--- config.mk ---
export PLATFORM = sky130hd
export DESIGN_NAME = sp_icache_ctrl_responder
export DESIGN_NICKNAME = d
export VERILOG_FILES = /design/src/rtl/sp_icache_ctrl_pkg.sv /design/src/rtl/icache_inv_walker.sv /design/src/rtl/sp_icache_ctrl_responder.sv
export SDC_FILE = /design/constraint.sdc
export NUM_CORES = 1
export LEC_CHECK = 0
export CAP_MARGIN = 0
export CORE_ASPECT_RATIO = 1.25
export CORE_MARGIN = 3
export CORE_UTILIZATION = 41
export DETAILED_ROUTE_END_ITERATION = 10
export GPL_TIMING_DRIVEN = 0
export MAX_ROUTING_LAYER = met4
export PLACE_DENSITY_LB_ADDON = 0.05
export SLEW_MARGIN = 20
export SYNTH_ARGS = -nofsm -noshare
export SYNTH_HDL_FRONTEND = slang
export SYNTH_SLANG_ARGS = --single-unit
--- constraint.sdc ---
create_clock -name clk_i -period 3.08 [get_ports clk_i]
set_input_delay 0.616 -clock clk_i [delete_from_list [all_inputs] [get_ports clk_i]]
set_output_delay 0.616 -clock clk_i [all_outputs]
set_load 0.005 [all_outputs]
--- src/rtl/sp_icache_ctrl_pkg.sv ---
// Shared types and defaults for the icache control-bus responder.
package sp_icache_ctrl_pkg;

    localparam int unsigned CNT_W_DEF = 32;

    // Responder sequencing states; DISABLED/ENABLED are the idle states.
    typedef enum logic [2:0] {
        ST_DISABLED,
        ST_ENABLED,
        ST_DRAIN,
        ST_FLUSH,
        ST_ACK
    } state_t;

    // Which 4-phase request is currently being served.
    typedef enum logic [1:0] {
        OP_NONE,
        OP_ENABLE,
        OP_DISABLE,
        OP_FLUSH
    } op_t;

    // True once the request being acknowledged has been withdrawn.
    function automatic logic req_released(op_t op, logic en, logic dis, logic fl);
        logic rel;
        case (op)
            OP_ENABLE:  rel = !en;
            OP_DISABLE: rel = !dis;
            OP_FLUSH:   rel = !fl;
            default:    rel = 1'b1;
        endcase
        return rel;
    endfunction

endpackage

--- src/rtl/icache_inv_walker.sv ---
// Walks tag-RAM sets 0..NB_SETS-1 with a req/gnt handshake per set.
module icache_inv_walker #(
    parameter int unsigned NB_SETS = 32
) (
    input  logic                       clk,
    input  logic                       rst,
    input  logic                       start,
    input  logic                       gnt,
    output logic                       req,
    output logic [$clog2(NB_SETS)-1:0] addr,
    output logic                       done_c
);

    localparam int unsigned AW = $clog2(NB_SETS);
    localparam logic [AW-1:0] LAST = AW'(NB_SETS - 1);

    // Last set accepted this cycle.
    assign done_c = req && gnt && (addr == LAST);

    // Set counter: advance only when the tag RAM grants the current set.
    always_ff @(posedge clk) begin
        if (rst) begin
            req  <= 1'b0;
            addr <= '0;
        end else if (start) begin
            req  <= 1'b1;
            addr <= '0;
        end else if (req && gnt) begin
            if (addr == LAST) begin
                req  <= 1'b0;
                addr <= '0;
            end else begin
                addr <= addr + AW'(1);
            end
        end
    end

endmodule

--- src/rtl/sp_icache_ctrl_responder.sv ---
// Cache-side responder of the shared-icache control bus: enable/disable/flush
// sequencing, outstanding-refill tracking and optional perf counters.
// Perf counters are built only when ICACHE_CTRL_PERF_CNT_EN is defined.
module sp_icache_ctrl_responder
    import sp_icache_ctrl_pkg::*;
#(
    parameter int unsigned NB_SETS = 32,
    parameter int unsigned PEND_W  = 4,
    parameter int unsigned CNT_W   = CNT_W_DEF
) (
    input  logic                       clk_i,
    input  logic                       rst_i,
    input  logic                       ctrl_req_enable_i,
    output logic                       ctrl_ack_enable_o,
    input  logic                       ctrl_req_disable_i,
    output logic                       ctrl_ack_disable_o,
    input  logic                       flush_req_i,
    output logic                       flush_ack_o,
    output logic                       ctrl_pending_trans_o,
    input  logic                       icache_is_private_i,
    input  logic                       ctrl_clear_regs_i,
    input  logic                       ctrl_enable_regs_i,
    output logic [CNT_W-1:0]           ctrl_hit_count_o,
    output logic [CNT_W-1:0]           ctrl_trans_count_o,
    output logic [CNT_W-1:0]           ctrl_miss_count_o,
    input  logic                       fetch_valid_i,
    input  logic                       fetch_hit_i,
    input  logic                       refill_issue_i,
    input  logic                       refill_done_i,
    output logic                       cache_enable_o,
    output logic                       fetch_stall_o,
    output logic                       private_o,
    output logic                       inv_req_o,
    output logic [$clog2(NB_SETS)-1:0] inv_addr_o,
    input  logic                       inv_gnt_i
);

    localparam logic [PEND_W-1:0] PEND_MAX = '1;

    state_t            state;
    op_t               op;
    logic [PEND_W-1:0] pend;
    logic [PEND_W-1:0] pend_nxt;
    logic              walk_start_c;
    logic              walk_done_c;
    logic              any_ack_c;

    assign any_ack_c    = ctrl_ack_enable_o || ctrl_ack_disable_o || flush_ack_o;
    assign walk_start_c = (state == ST_DRAIN) && (pend == '0) && (op == OP_FLUSH);

    icache_inv_walker #(.NB_SETS(NB_SETS)) u_walker (
        .clk    (clk_i),
        .rst    (rst_i),
        .start  (walk_start_c),
        .gnt    (inv_gnt_i),
        .req    (inv_req_o),
        .addr   (inv_addr_o),
        .done_c (walk_done_c)
    );

    // Outstanding-refill count, saturating at both ends.
    always_comb begin
        pend_nxt = pend;
        if (refill_issue_i && !refill_done_i && (pend != PEND_MAX)) begin
            pend_nxt = pend + PEND_W'(1);
        end else if (refill_done_i && !refill_issue_i && (pend != '0)) begin
            pend_nxt = pend - PEND_W'(1);
        end
    end

    // Pending register and its registered non-zero flag.
    always_ff @(posedge clk_i) begin
        if (rst_i) begin
            pend                 <= '0;
            ctrl_pending_trans_o <= 1'b0;
        end else begin
            pend                 <= pend_nxt;
            ctrl_pending_trans_o <= (pend_nxt != '0);
        end
    end

    pend_no_overflow: assert property (@(posedge clk_i) disable iff (rst_i)
        !(refill_issue_i && !refill_done_i && (pend == PEND_MAX)))
        else $error("pending refill counter overflow");

    pend_no_underflow: assert property (@(posedge clk_i) disable iff (rst_i)
        !(refill_done_i && !refill_issue_i && (pend == '0)))
        else $error("pending refill counter underflow");

    // Request sequencer: accept in idle, drain, optionally walk tags, ack.
    always_ff @(posedge clk_i) begin
        if (rst_i) begin
            state              <= ST_DISABLED;
            op                 <= OP_NONE;
            cache_enable_o     <= 1'b0;
            fetch_stall_o      <= 1'b0;
            private_o          <= 1'b0;
            ctrl_ack_enable_o  <= 1'b0;
            ctrl_ack_disable_o <= 1'b0;
            flush_ack_o        <= 1'b0;
        end else begin
            case (state)
                ST_DISABLED, ST_ENABLED: begin
                    private_o <= icache_is_private_i;
                    if (!any_ack_c) begin
                        if (flush_req_i) begin
                            fetch_stall_o <= 1'b1;
                            op            <= OP_FLUSH;
                            state         <= ST_DRAIN;
                        end else if (ctrl_req_disable_i) begin
                            fetch_stall_o <= 1'b1;
                            op            <= OP_DISABLE;
                            if (pend == '0) begin
                                cache_enable_o     <= 1'b0;
                                ctrl_ack_disable_o <= 1'b1;
                                state              <= ST_ACK;
                            end else begin
                                state <= ST_DRAIN;
                            end
                        end else if (ctrl_req_enable_i) begin
                            cache_enable_o    <= 1'b1;
                            ctrl_ack_enable_o <= 1'b1;
                            op                <= OP_ENABLE;
                            state             <= ST_ACK;
                        end
                    end
                end
                ST_DRAIN: begin
                    if (walk_start_c) begin
                        state <= ST_FLUSH;
                    end else if (pend == '0) begin
                        cache_enable_o     <= 1'b0;
                        ctrl_ack_disable_o <= 1'b1;
                        state              <= ST_ACK;
                    end
                end
                ST_FLUSH: begin
                    if (walk_done_c) begin
                        flush_ack_o <= 1'b1;
                        state       <= ST_ACK;
                    end
                end
                ST_ACK: begin
                    if (req_released(op, ctrl_req_enable_i, ctrl_req_disable_i, flush_req_i)) begin
                        ctrl_ack_enable_o  <= 1'b0;
                        ctrl_ack_disable_o <= 1'b0;
                        flush_ack_o        <= 1'b0;
                        fetch_stall_o      <= 1'b0;
                        op                 <= OP_NONE;
                        state              <= cache_enable_o ? ST_ENABLED : ST_DISABLED;
                    end
                end
                default: begin
                    state <= ST_DISABLED;
                end
            endcase
        end
    end

`ifdef ICACHE_CTRL_PERF_CNT_EN
    // Perf counters; clear has priority over counting.
    always_ff @(posedge clk_i) begin
        if (rst_i || ctrl_clear_regs_i) begin
            ctrl_trans_count_o <= '0;
            ctrl_hit_count_o   <= '0;
            ctrl_miss_count_o  <= '0;
        end else if (ctrl_enable_regs_i) begin
            ctrl_trans_count_o <= ctrl_trans_count_o + CNT_W'(fetch_valid_i);
            ctrl_hit_count_o   <= ctrl_hit_count_o + CNT_W'(fetch_valid_i && fetch_hit_i);
            ctrl_miss_count_o  <= ctrl_miss_count_o + CNT_W'(fetch_valid_i && !fetch_hit_i);
        end
    end
`else
    assign ctrl_trans_count_o = '0;
    assign ctrl_hit_count_o   = '0;
    assign ctrl_miss_count_o  = '0;

    logic unused_perf;
    assign unused_perf = ^{ctrl_clear_regs_i, ctrl_enable_regs_i, fetch_valid_i, fetch_hit_i};
`endif

endmodule

==> out/metrics.csv <==
stage,metric,value,unit
sta,"Setup violations, final",0,
worst_setup_path,Crit. path cell count,6,
synthesis,Async SR Flop Fraction,0,%
worst_setup_path,reg2reg path depth,7,
synthesis,Synth top cells by count,"buf_4, dfxtp_1, nor2_1, a21oi_1, nor3_1",
synthesis,register area share after synthesis,21.8,%
place,Final Wtd Congestion,0.928,
worst_setup_path,"delay-heaviest family, CP",simple AND/OR/NAND/NOR gates,
worst_setup_path,Worst Path Max Fanout,4,
routing,1st-iter DRT viols,87,
cts,"Reg clk slew, reported paths",0.07,ns
cts,PostCTS Resize Cnt,0,
floorplan,I/O pins,122,
sta,final hold vios,0,
worst_setup_path,CP Capture Type,flop,
synthesis,"count leader, synth",buf_4,
cts,Setup Buffers After CTS,0,
grt,initial antenna violation count,0,
routing,first drt pass iteration count,5,
floorplan,Die H,84.5,microns
min_path,hold path cells,2,
worst_setup_path,worst path cell trace,clkdlybuf4s50_1 -> and2b_1 -> nand2_1 -> a2bb2oi_1 -> mux2_1 -> or4_1,
floorplan,die area,5820,sq um
synthesis,post-synthesis cell count,251,
floorplan,Die X,68.8,microns
synthesis,Synth Area per Inst,8.06,sq um
synthesis,Synth top area share,35.6,%
place,hpwl dp,3230,microns
worst_setup_path,Worst EP arrival,2.52,ns
worst_setup_path,Setup crit start kind,input pin,
sta,final slew viol count,0,
routing,DR vias,1668,
floorplan,initial core utilization,44.0,%
grt,number of global-route vias before repair,1396,
worst_setup_path,critical path buffer and inverter count,1,
grt,first-pass GRT wire length,6030,microns
cts,Num CTS Buffers,3,
synthesis,Ys Warns,0,
place,DP Cell Count,424,
grt,largest net degree at the start of global routing,12,
sta,Worst slew margin,58.1,%
power,Leakage Power,0.00144,uW
floorplan,core box area,4590,sq um
synthesis,post-synthesis cell area,2020,sq um
worst_setup_path,critical path type,in -> reg,
routing,number of remaining DRC errors,0,
flow_run,MaxCap Viol Count,0,
min_path,Min-Delay Path Class,reg -> reg,
routing,Avg WL per Cell,9.04,microns
cts,H-Tree Depth,1,
synthesis,Most used DFF post-synth,dfxtp_1,
sta,RSZ-0062 raised after global routing,false,
sta,Slew @ Worst Pin,0.627,ns
synthesis,Post-synth EDFFs,0,
grt,GRT Util Overall,13.2,%
routing,vias per cell,3.91,
final_layout,Final #Nets,388,
routing,"wirelength, routed",3860,microns
power,PD cells,472,nW/um^2
final_layout,Antenna diodes,0,
cts,CTS Root Cell,clkbuf_8,
cts,clk sinks,22,
cts,clk buf depth,2,
synthesis,synth top area cells,"buf_4, dfxtp_1, a21oi_1",
worst_setup_path,Critical Path RT,3.21,ns
synthesis,largest area contributor in the netlist,buf_4,
cts,Worst-Skew Late Latency,0.25,ns
synthesis,number of distinct library cells after synthesis,50,
sta,period utilization,77.5,%
synthesis,post-synthesis register bit count,22,
cts,CTS tree,built,
final_layout,layout cells sized above 1,30.9,%
cts,# hold bufs at CTS,0,
routing,Post-DRT Antenna Nets,0,
outcome,run status,finished clean,
final_layout,"non-filler cells, final",427,
worst_setup_path,master of the slowest instance on the critical path,clkdlybuf4s50_1,
worst_setup_path,"Largest stage delay, worst path",0.51,ns
power,highest ir drop seen on vdd,216,uV
sta,Max Clock Skew,0.00266,ns
final_layout,layout overhead on the synthesized area,33.2,%
grt,GRT Residual Overflow,0,
floorplan,num rows,27,
sta,setup TNS,0,ns
sta,Final Critical Period,2.39,ns
sta,Peak Freq,0.419,GHz
place,# port buffers,20,
[state kept, by name, indices dropped and copies added (netlist names), 2 cells and up]
| signal | cells |
|---|---|
| pend | 4 |
| u_walker.addr | 5 |
| state | 3 |
| op | 2 |
[worst min-delay path: cells and delay by family (launching register included)]
kind               cells  cell delay, ns
AOI/OAI and AO/OA      1            0.05
DFF                    1            0.32
and+or+nand+nor        1            0.06
[metrics by stage]
step	cell area (sq um)	utilization, %	total power (uW)	worst slack (ns)	hold slack [ns]
final	2690	58.6	1270	0.693	0.477
after global routing	2690	58.6	1390	0.558	0.518
after CTS	2690	58.6	1270	0.700	0.480
after detailed placement	2650	57.7	1100	0.427	0.467
after global placement	2650	57.7	1110	0.436	0.461
after floorplan	2380	-	946	1.08	0.464
[layer usage]
metal	track usage, %	part of all wire, %	vias up
li1	-	-	902
met5	-	0	-
met3	2.54	11	4
met4	5.67	1.6	0
met1	15.9	41	677
met2	20.9	46	85
[area by class of cell]
| type | instances | area, sq um |
|---|---|---|
| Buffer | 102 | 787 |
| Clock buffer | 3 | 41.3 |
| Fill cell | 434 | 1900 |
| Inverter | 5 | 18.8 |
| Multi-Input combinational cell | 217 | 1130 |
| Sequential cell | 22 | 440 |
| Tap cell | 58 | 72.6 |
| Timing Repair Buffer | 20 | 200 |
[cell families (layout without fill, tap and decap cells)]
| kind of cell | Yosys count | in the layout | synth area share [%] |
|---|---|---|---|
| mux | 3 | 3 | 1.55 |
| other cells | 1 | 96 | 0.185 |
| fa+ha+maj | 4 | 4 | 2.48 |
| buf+inv | 107 | 130 | 39.9 |
| simple gates | 69 | 69 | 19.6 |
| compound gates | 44 | 44 | 14.2 |
| xor+xnor | 1 | 1 | 0.433 |
| flops | 22 | 22 | 21.8 |
[layout by cell type, fill, tap and decap left out, drive strengths merged, types with 2 or more instances in the layout]
cell type,n
and2b,2
nor2b,5
dfxtp,22
inv,5
nor4,2
ha,4
a31oi,4
nand2,6
clkdlybuf4s50,20
buf,99
and3,2
a21oi,20
nand4,2
mux2i,2
or4b,2
conb,96
or4,2
or3b,2
o21ai,4
nor3b,4
a2bb2oi,3
nand3,4
a211oi,3
nor2,23
nor3,8
clkbuf,6
[final timing paths]
path / endpoint / slack, ns / start
hold reg to reg: u_walker.addr[4]$_SDFFE_PP0N_ / 0.48 / u_walker.addr[4]$_SDFFE_PP0N_
setup reg to reg: u_walker.addr[3]$_SDFFE_PP0N_ / 0.77 / pend[0]$_SDFF_PP0_
hold / removal: u_walker.addr[4]$_SDFFE_PP0N_ / 0.48 / u_walker.addr[4]$_SDFFE_PP0N_
setup / recovery: ctrl_pending_trans_o$_SDFF_PP0_ / 0.69 / refill_done_i
[power by group]
part	switching [uW]	internal (uW)
registers	66.4	350
clock network	81.2	86.9
logic	332	355
No activity file was read; power rests on OpenSTA's default activity.
